==> config.mk <==
export PLATFORM = sky130hd
export DESIGN_NAME = if_stage
export DESIGN_NICKNAME = d
export VERILOG_FILES = /design/src/rtl/if_stage_pkg.sv /design/src/rtl/if_stage_fetch_fifo.sv /design/src/rtl/if_stage.sv
export SDC_FILE = /design/constraint.sdc
export NUM_CORES = 1
export LEC_CHECK = 0
export ABC_AREA = 1
export CAP_MARGIN = 20
export CELL_PAD_IN_SITES_DETAIL_PLACEMENT = 1
export CELL_PAD_IN_SITES_GLOBAL_PLACEMENT = 1
export CORE_ASPECT_RATIO = 2
export CORE_UTILIZATION = 41
export CTS_CLUSTER_SIZE = 24
export DETAILED_ROUTE_END_ITERATION = 10
export PLACE_DENSITY_LB_ADDON = 0.1
export REMOVE_ABC_BUFFERS = 1
export SLEW_MARGIN = 25
export SYNTH_ARGS = -nofsm -noshare
export SYNTH_HDL_FRONTEND = slang
export SYNTH_SLANG_ARGS = --single-unit
==> constraint.sdc <==
create_clock -name clk -period 7.3 [get_ports clk]
set_input_delay 0.73 -clock clk [delete_from_list [all_inputs] [get_ports clk]]
set_output_delay 0.73 -clock clk [all_outputs]
set_load 0.1 [all_outputs]
==> src/rtl/if_stage_pkg.sv <==
// if_stage_pkg: shared NOP constant and fetch-buffer entry type for the fetch stage
package if_stage_pkg;
  localparam logic [31:0] RISCV_NOP = 32'h0000_0013;
  typedef struct packed {
    logic [31:0] pc;
    logic [31:0] instr;
  } fetch_entry_t;
endpackage

==> src/rtl/if_stage_fetch_fifo.sv <==
// fetch_fifo: synchronous FIFO of fetch entries (push/pop/flush, count/full/empty); flush beats push
module fetch_fifo
  import if_stage_pkg::*;
#(
  parameter int DEPTH = 2,
  localparam int CW = $clog2(DEPTH + 1)
) (
  input  logic         clk,
  input  logic         rst,
  input  logic         push_i,
  input  logic         pop_i,
  input  logic         flush_i,
  input  fetch_entry_t data_i,
  output fetch_entry_t data_o,
  output logic [CW-1:0] count_o,
  output logic         full_o,
  output logic         empty_o
);
  localparam int PW = DEPTH > 1 ? $clog2(DEPTH) : 1;
  fetch_entry_t mem_q [DEPTH];
  logic [PW-1:0] wr_q, rd_q;
  logic [CW-1:0] count_q;
  function automatic logic [PW-1:0] inc(input logic [PW-1:0] p);
    return p == PW'(DEPTH - 1) ? '0 : p + 1'b1;
  endfunction
  always_ff @(posedge clk) begin
    if (rst || flush_i) begin
      wr_q <= '0;
      rd_q <= '0;
      count_q <= '0;
    end else begin
      if (push_i) mem_q[wr_q] <= data_i;
      if (push_i) wr_q <= inc(wr_q);
      if (pop_i) rd_q <= inc(rd_q);
      count_q <= count_q + CW'(push_i) - CW'(pop_i);
    end
  end
  assign data_o = mem_q[rd_q];
  assign count_o = count_q;
  assign full_o = count_q == CW'(DEPTH);
  assign empty_o = count_q == '0;
endmodule

==> src/rtl/if_stage.sv <==
// if_stage: credit-limited sequential fetcher with drop-on-redirect, fetch buffer and registered decode outputs
module if_stage
  import if_stage_pkg::*;
#(
  parameter logic [31:0] RESET_PC = 32'h0000_0000,
  parameter int FIFO_DEPTH = 2
) (
  input  logic        clk,
  input  logic        rst,
  output logic        imem_req_valid_o,
  input  logic        imem_req_ready_i,
  output logic [31:0] imem_req_addr_o,
  input  logic        imem_rsp_valid_i,
  input  logic [31:0] imem_rsp_data_i,
  input  logic        stall_i,
  input  logic        redirect_i,
  input  logic [31:0] redirect_pc_i,
  output logic [31:0] instruction_o,
  output logic [31:0] pc_o,
  output logic        valid_o
);
  localparam int CW = $clog2(FIFO_DEPTH + 1);
  logic [31:0] fetch_pc_q, fetch_pc_d, rsp_pc_q, rsp_pc_d, instr_q, instr_d, pc_q, pc_d, redir_pc;
  logic [CW-1:0] out_q, out_d, drop_q, drop_d, fifo_count;
  logic valid_q, valid_d, hs, push, pop, fifo_empty, fifo_full;
  fetch_entry_t head, wr_entry;
  assign redir_pc = {redirect_pc_i[31:2], 2'b00};
  assign imem_req_valid_o = !rst && !redirect_i && (int'(out_q) + int'(fifo_count) < FIFO_DEPTH);
  assign imem_req_addr_o = fetch_pc_q;
  assign hs = imem_req_valid_o && imem_req_ready_i;
  assign push = imem_rsp_valid_i && drop_q == '0;
  assign pop = !stall_i && !redirect_i && !fifo_empty;
  assign wr_entry = '{pc: rsp_pc_q, instr: imem_rsp_data_i};
  fetch_fifo #(.DEPTH(FIFO_DEPTH)) u_fifo (
    .clk(clk), .rst(rst), .push_i(push), .pop_i(pop), .flush_i(redirect_i),
    .data_i(wr_entry), .data_o(head), .count_o(fifo_count), .full_o(fifo_full), .empty_o(fifo_empty)
  );
  always_comb begin
    out_d = out_q + CW'(hs) - CW'(imem_rsp_valid_i);
    // no request issues during a redirect, so everything still in flight afterwards is stale
    drop_d = redirect_i ? out_d : drop_q - CW'(imem_rsp_valid_i && drop_q != '0);
    fetch_pc_d = redirect_i ? redir_pc : hs ? fetch_pc_q + 32'd4 : fetch_pc_q;
    rsp_pc_d = redirect_i ? redir_pc : push ? rsp_pc_q + 32'd4 : rsp_pc_q;
    valid_d = redirect_i ? 1'b0 : stall_i ? valid_q : !fifo_empty;
    instr_d = (redirect_i || (!stall_i && fifo_empty)) ? RISCV_NOP : stall_i ? instr_q : head.instr;
    pc_d = pop ? head.pc : pc_q;
  end
  always_ff @(posedge clk) begin
    if (rst) begin
      fetch_pc_q <= RESET_PC;
      rsp_pc_q <= RESET_PC;
      out_q <= '0;
      drop_q <= '0;
      valid_q <= 1'b0;
      instr_q <= RISCV_NOP;
      pc_q <= RESET_PC;
    end else begin
      fetch_pc_q <= fetch_pc_d;
      rsp_pc_q <= rsp_pc_d;
      out_q <= out_d;
      drop_q <= drop_d;
      valid_q <= valid_d;
      instr_q <= instr_d;
      pc_q <= pc_d;
      assert (!(push && !redirect_i && fifo_full && !pop)) else $error("fetch buffer overflow");
      assert (int'(out_q) <= FIFO_DEPTH) else $error("outstanding exceeds credit");
    end
  end
  assign valid_o = valid_q;
  assign instruction_o = instr_q;
  assign pc_o = pc_q;
endmodule

==> results of run 1 <==
## worst max-delay path by stage
stage	startpoint	endpoint	cells after the start
6_report	redirect_i	imem_req_valid_o	6
5_1_grt	redirect_i	imem_req_valid_o	6
4_1_cts	redirect_i	imem_req_valid_o	6
3_5_place_dp	redirect_i	imem_req_valid_o	6
3_3_place_gp	redirect_i	imem_req_valid_o	6
2_1_floorplan	redirect_i	u_fifo.mem_q[1][0]	3
## metrics by stage
step,setup WS [ns],utilization [%],hold slack (ns)
finish,3.65,52.0,0.470
global route,3.56,52.0,0.512
CTS,3.59,52.0,0.477
detailed placement,3.59,48.8,0.461
global placement,3.57,48.8,0.453
floorplan,1.50,-,0.445
## layout make-up
| type | count | area, sq um |
|---|---|---|
| well taps | 344 | 430 |
| flip-flops and latches | 256 | 6370 |
| multi-input cells | 817 | 3980 |
| fillers | 3065 | 12700 |
| clock buffers | 30 | 654 |
| clock inverters | 14 | 178 |
| repair buffers | 171 | 1680 |
| inverters | 115 | 434 |
## Yosys cell counts, types with 3 or more instances
cell	instances
a21oi_1	54
a31oi_1	73
and2_1	4
buf_1	5
buf_2	9
buf_4	10
clkbuf_1	25
dfxtp_1	132
edfxtp_1	124
ha_1	7
inv_1	107
inv_2	7
nand2_1	365
nand2_2	5
nand2_4	3
nand3_1	52
nand4_1	3
nor2_1	83
nor2_2	9
nor2_4	11
nor3_1	3
o21ai_0	94
o21ai_1	7
xnor2_1	7
xor2_1	15
## state kept, by name (all words and copies together) (netlist names), named ones only
signal           cells
pc_o                30
out_q                2
drop_q               2
instruction_o       32
u_fifo.mem_q       124
imem_req_addr_o     30
u_fifo.rd_q          1
rsp_pc_q            30
valid_o              1
u_fifo.count_o       2
u_fifo.wr_q          1
## power by group through the flow
stage | sequential (mW) | combinational [mW] | clock, mW
6_report | 1.61 | 0.467 | 1.33
5_1_grt | 1.62 | 0.501 | 1.42
4_1_cts | 1.61 | 0.474 | 1.37
3_5_place_dp | 1.65 | 0.471 | 0
3_3_place_gp | 1.64 | 0.462 | 0
2_1_floorplan | 1.80 | 0.152 | 0
## worst min-delay path, stage by stage (launching register included)
cell and delay [ns]:
dfxtp_1 0.32, a21oi_1 0.06, o21ai_0 0.06
## layer usage
| metal | vias to the layer above | share of wire [%] | wire, um |
|---|---|---|---|
| met4 | 0 | 5.3 | 1610 |
| met2 | 207 | 55 | 16600 |
| met3 | 78 | 3.0 | 927 |
| met1 | 4307 | 37 | 11300 |
| met5 | - | 0 | 0 |
| li1 | 4403 | - | - |
## logic make-up after synthesis
family                     Yosys count  share of synthesized area [%]
DFF                                256                           57.9
buffers and inverters              167                           6.31
and+or+nand+nor                    545                           21.2
AOI/OAI and AO/OA                  238                           11.9
adders and majority gates            8                          0.978
xor gates and xnor gates            22                           1.75
other                                1                         0.0341
==> run metrics, run 1 <==
outcome=completed; most crowded layer after global routing=met2; DRC Markers=0; met1 Track Usage GR=22.7%; clock sink count=between 200 and 300; top_reg_cell synth=dfxtp_1; Final Instance Area=about 0.014 sq mm; delay-heaviest family, CP=buffers and inverters; Req. time, crit path=between 6 and 7 ns; # rows=84; I/O Pins=168; Critical Path Max Stage Delay=between 1 and 1.5 ns; GRT Util Overall=around 22%; Non-Filler Instances=roughly 1700; Setup crit end kind=output port; Clk Latency, worst-skew pair=0.53 ns; sequential share of the synthesized area=between 50% and 60%; Root Buffer=clkbuf_16; Placeable Area=about 0.026 sq mm; ys async rst share=0%; RSZ-0062 raised after global routing=false; Synth top area share=33.8%; # Post-CTS Setup Buffers=0; PostCTS Resize Cnt=0; EDFF count, synth=124; clock-pin slew on the worst setup and hold paths=approximately 0.070 ns; synthesis warning total=0; CTS Buf Count=24; Final Hold Viols=0; die area=roughly 0.028 sq mm; power share of the sequential group=47.3%; hold_sp=instruction_o[4]; DP Wirelength=21.7 mm; Die Y-Extent=234 um; power density over the cells=~250 mW/mm^2; deepest clock path buffer count=3; fraction of layout cells with a size suffix above 1=6.99%; Final Skew=between 0.02 and 0.025 ns; RR Endpoint=u_fifo.count_o[1]; Internal=about 2.5 mW; synthesized cell area=between 0.01 and 0.015 sq mm; CTS tree=done; Max transition margin=between 20% and 30%; crit path time final=roughly 3.7 ns; Tightest Pin Transition=~1.1 ns; library cells used by synthesis=43; Clk pwr share=39.0%; slowest library cell on the worst path=clkdlybuf4s50_1; Worst Hold Path Cells=2; drt pass-1 iters=4; area leader, netlist=edfxtp_1; largest net degree at the start of global routing=64; placed inst area=between 0.01 and 0.015 sq mm; critical path class=input pin to output port; Syn Area/Cell=8.90 sq um; highest clock rate=274 MHz; Cells after Synth=1237; DRT Wirelength=between 30 and 40 mm; largest cells by area after synthesis=edfxtp_1 (34%), dfxtp_1 (24%), nand2_1 (12%), o21ai_0 (4.3%), a31oi_1 (4.2%); register bit total from synthesis=~260; switching share of power=27.5%; routability congestion estimate=approximately 0.9; M2 GR Usage=between 40 and 50%; reg2reg setup slack=between 4 and 5 ns; Final Max Slew Viols=0; GR Util met3=between 2 and 2.5%; Worst Path Arrival=approximately 3 ns; initial core utilization=a little over two fifths; Max H-tree Level=1; Net count, final=1463; period utilization=50.0%; vias post-DR=8995; # Max-Cap Violations=0; commonest cells after routing, fill and taps aside=nand2_1 (365), clkdlybuf4s50_1 (159), dfxtp_1 (131); count of final setup violators=0; antenna-violating nets left=0; initial antenna violation count=0; DR iter-0 viols=roughly 360; P_sw=0.937 mW; Hold-fix buffers, CTS=0; critical path fanouts, max=38; Setup TNS=0 ns; R2R cell count=11; Comb power frac=13.7%; Worst Hold End=instruction_o[4]; first-pass GRT wire length=a little under 50 mm; Buf/Inv on CP=4; most common cell after layout, fill and taps aside=nand2_1; beginning of the worst register-to-register path=u_fifo.count_o[1]; Cells after DPL=roughly 1700; drt via density=5.15; Startpoint Class=input pin; Routed wire per std cell=17.4 um; # diodes=0; Pleak=a little over 5 nW; Pwr Total=approximately 3.4 mW; Layout area overhead=24.6%; worst ir drop on vdd=between 0.00015 and 0.0002 V; HP Class=register to register; Die X=~120 um; vias in the first global route=9207; port bufs=161; cell-by-cell trace of the critical path=buf_2 > buf_4 > nor2_8 > inv_2 > nor3_1 > clkdlybuf4s50_1; gr ovfl total=0
(Power assumes the default switching activity.)
==> run 2, diff against run 1 <==
--- a/config.mk
+++ b/config.mk
@@ -10,7 +10,7 @@
 export CELL_PAD_IN_SITES_DETAIL_PLACEMENT = 1
 export CELL_PAD_IN_SITES_GLOBAL_PLACEMENT = 1
 export CORE_ASPECT_RATIO = 2
-export CORE_UTILIZATION = 41
+export CORE_UTILIZATION = 37
 export CTS_CLUSTER_SIZE = 24
 export DETAILED_ROUTE_END_ITERATION = 10
 export PLACE_DENSITY_LB_ADDON = 0.1
==> constraint.sdc (replaced) <==
create_clock -name clk -period 3.05 [get_ports clk]
set_input_delay 0.305 -clock clk [delete_from_list [all_inputs] [get_ports clk]]
set_output_delay 0.305 -clock clk [all_outputs]
set_load 0.1 [all_outputs]
==> run metrics, run 2 (synthesis results as in run 1) <==
outcome=completed (unchanged); Pleak=5.21 nW (was 5.05 nW); commonest cells after routing, fill and taps aside=nand2_1 (365), dfxtp_1 (131), edfxtp_1 (124) (was nand2_1 (365), clkdlybuf4s50_1 (159), dfxtp_1 (131)); vias post-DR=9000 (was 8995); Internal=6.08 mW (was 2.47 mW); final worst slack=0.702 ns (was 3.65 ns); Final Hold Viols=0 (unchanged); drt pass-1 iters=4 (unchanged); P_sw=2.28 mW (was 0.937 mW); switching share of power=27.2% (was 27.5%); Critical Path Start=instruction_o[4] (was redirect_i); Hold-fix buffers, CTS=0 (unchanged); Net count, final=1465 (was 1463); Max H-tree Level=1 (unchanged); count of final setup violators=0 (unchanged); Startpoint Class=register (was input pin); Final Max Slew Viols=0 (unchanged); Die Y-Extent=246 um (was 234 um); Setup crit end=instruction_o[4] (was imem_req_valid_o); hold_sp=redirect_i (was instruction_o[4]); critical path fanouts, max=2 (was 38); reg2reg setup slack=0.81 ns (was 4.96 ns); drt via density=5.08 (was 5.15); Clk pwr share=40.5% (was 39.0%); first-pass GRT wire length=49.1 mm (was 48.1 mm); Routed wire per std cell=17.6 um (was 17.4 um); worst ir drop on vdd=0.000361 V (was 0.000187 V); Final Skew=0.00962 ns (was 0.0236 ns); Critical Path Max Stage Delay=1.15 ns (was 1.17 ns); Req. time, crit path=2.74 ns (was 6.57 ns); crit path time final=2.35 ns; initial core utilization=37.4% (was 41.7%); clock-pin slew on the worst setup and hold paths=0.06 ns (was 0.07 ns); # rows=89 (was 84); Tightest Pin Transition=0.985 ns (was 1.07 ns); antenna-violating nets left=0 (unchanged); die area=0.0305 sq mm (was 0.0275 sq mm); Biggest register=u_fifo.mem_q (unchanged); period utilization=77.0%; fraction of layout cells with a size suffix above 1=11.5% (was 6.99%); power density over the cells=611 mW/mm^2 (was 249 mW/mm^2); # diodes=0 (unchanged); Die X=124 um (was 118 um); Max transition margin=34.2% (was 28.4%); vias in the first global route=9394 (was 9207); # Post-CTS Setup Buffers=0 (unchanged); DR iter-0 viols=270 (was 361); DRC Markers=0 (unchanged); RSZ-0062 raised after global routing=false (unchanged); cell-by-cell trace of the critical path=clkdlybuf4s50_1 (was buf_2 > buf_4 > nor2_8 > inv_2 > nor3_1 > clkdlybuf4s50_1); HP Class=input pin to register (was register to register); Largest register FFs=124 (unchanged); beginning of the worst register-to-register path=u_fifo.count_o[0] (was u_fifo.count_o[1]); Layout area overhead=24.4% (was 24.6%); most common cell after layout, fill and taps aside=nand2_1 (unchanged); gr ovfl total=0 (unchanged); R2R cell count=11 (unchanged); DP Wirelength=21.9 mm (was 21.7 mm); power share of the sequential group=46.2% (was 47.3%); FILL cells=3419 (was 3065); Clk Latency, worst-skew pair=0.53 ns (about the same); CTS Buf Count=25 (was 24); GRT Util Overall=21.0% (was 22.3%); RR Endpoint=drop_q[1] (was u_fifo.count_o[1]); highest clock rate=between 400 and 500 MHz; PostCTS Resize Cnt=0 (unchanged); Pwr Total=8.36 mW (was 3.41 mW); initial antenna violation count=0 (unchanged); port bufs=161 (unchanged); routability congestion estimate=0.864 (was 0.890); critical path class=register to output port (was input pin to output port); Placeable Area=0.0294 sq mm (was 0.0264 sq mm); delay-heaviest family, CP=buffers and inverters (unchanged); Buf/Inv on CP=1 (was 4); Root Buffer=clkbuf_16 (unchanged); CTS tree=done (unchanged); multi-input logic area=0.00397 sq mm (was 0.00398 sq mm); CP Depth=1 (was 6); slowest library cell on the worst path=clkdlybuf4s50_1 (unchanged); Seq. cell area=0.00637 sq mm (unchanged); largest net degree at the start of global routing=63 (was 64); Worst Path Arrival=2.04 ns (was 2.92 ns); Comb power frac=13.3% (was 13.7%); DRT Wirelength=31.1 mm (was 30.5 mm); setup slack after placement=0.750 ns (was 3.59 ns); clock sink count=256 (unchanged); Setup crit end kind=output port (unchanged); deepest clock path buffer count=3 (unchanged); # Max-Cap Violations=0 (unchanged); I/O Pins=168 (unchanged)
run 2: cell count changes in the layout (fill, tap and decap cells not counted), moves of 3 or more:
cell and change:
inv_6 +3, clkbuf_8 +3, buf_4 +59, buf_12 +3
clkinv_2 -3, clkdlybuf4s50_1 -61
run 2: final cells by class:
| cell class | instances | area share (%) |
|---|---|---|
| Clock buffer | 33 | 5.08 |
| Clock inverter | 13 | 1.49 |
| Inverter | 115 | 3.17 |
| Multi-Input combinational cell | 817 | 29.0 |
| Sequential cell | 256 | 46.5 |
| Tap cell | 364 | 3.33 |
| Timing Repair Buffer | 172 | 11.5 |
run 2: worst min-delay path by stage:
stage / to / slack [ns] / cells after the start
3_5_place_dp: register / 0.48 / 2
5_1_grt: drop_q[1] / 0.27 / 2
3_3_place_gp: register / 0.45 / 2
6_report: drop_q[1] / 0.26 / 2
4_1_cts: drop_q[1] / 0.25 / 2
2_1_floorplan: imem_req_addr_o[11] / 0.37 / 1
run 2: power by group through the flow:
stage | clock [mW] | sequential [mW] | combinational, mW
finish | 3.38 | 3.86 | 1.11
global route | 3.60 | 3.88 | 1.20
CTS | 3.48 | 3.87 | 1.13
detailed placement | 0 | 3.94 | 1.13
global placement | 0 | 3.94 | 1.11
floorplan | 0 | 4.31 | 0.364
run 2: stage by stage:
| step | std cells | cell area (sq um) | utilization [%] | setup TNS (ns) | hold WS [ns] |
|---|---|---|---|---|---|
| CTS | 1770 | 13700 | 46.6 | 0 | 0.251 |
| detailed placement | 1724 | 12800 | 43.5 | 0 | 0.477 |
| finish | 1770 | 13700 | 46.6 | 0 | 0.263 |
| global route | 1770 | 13700 | 46.6 | 0 | 0.267 |
| global placement | 1724 | 12800 | 43.5 | 0 | 0.451 |
| floorplan | 1188 | 10800 | - | -191.42 | 0.374 |
run 2: routing by layer:
layer	vias up	routed length, um	GRT usage (%)
li1	4408	-	-
met1	4350	11500	21.5
met2	174	17000	40.4
met3	68	1040	2.39
met4	0	1540	10.7
met5	-	0	0
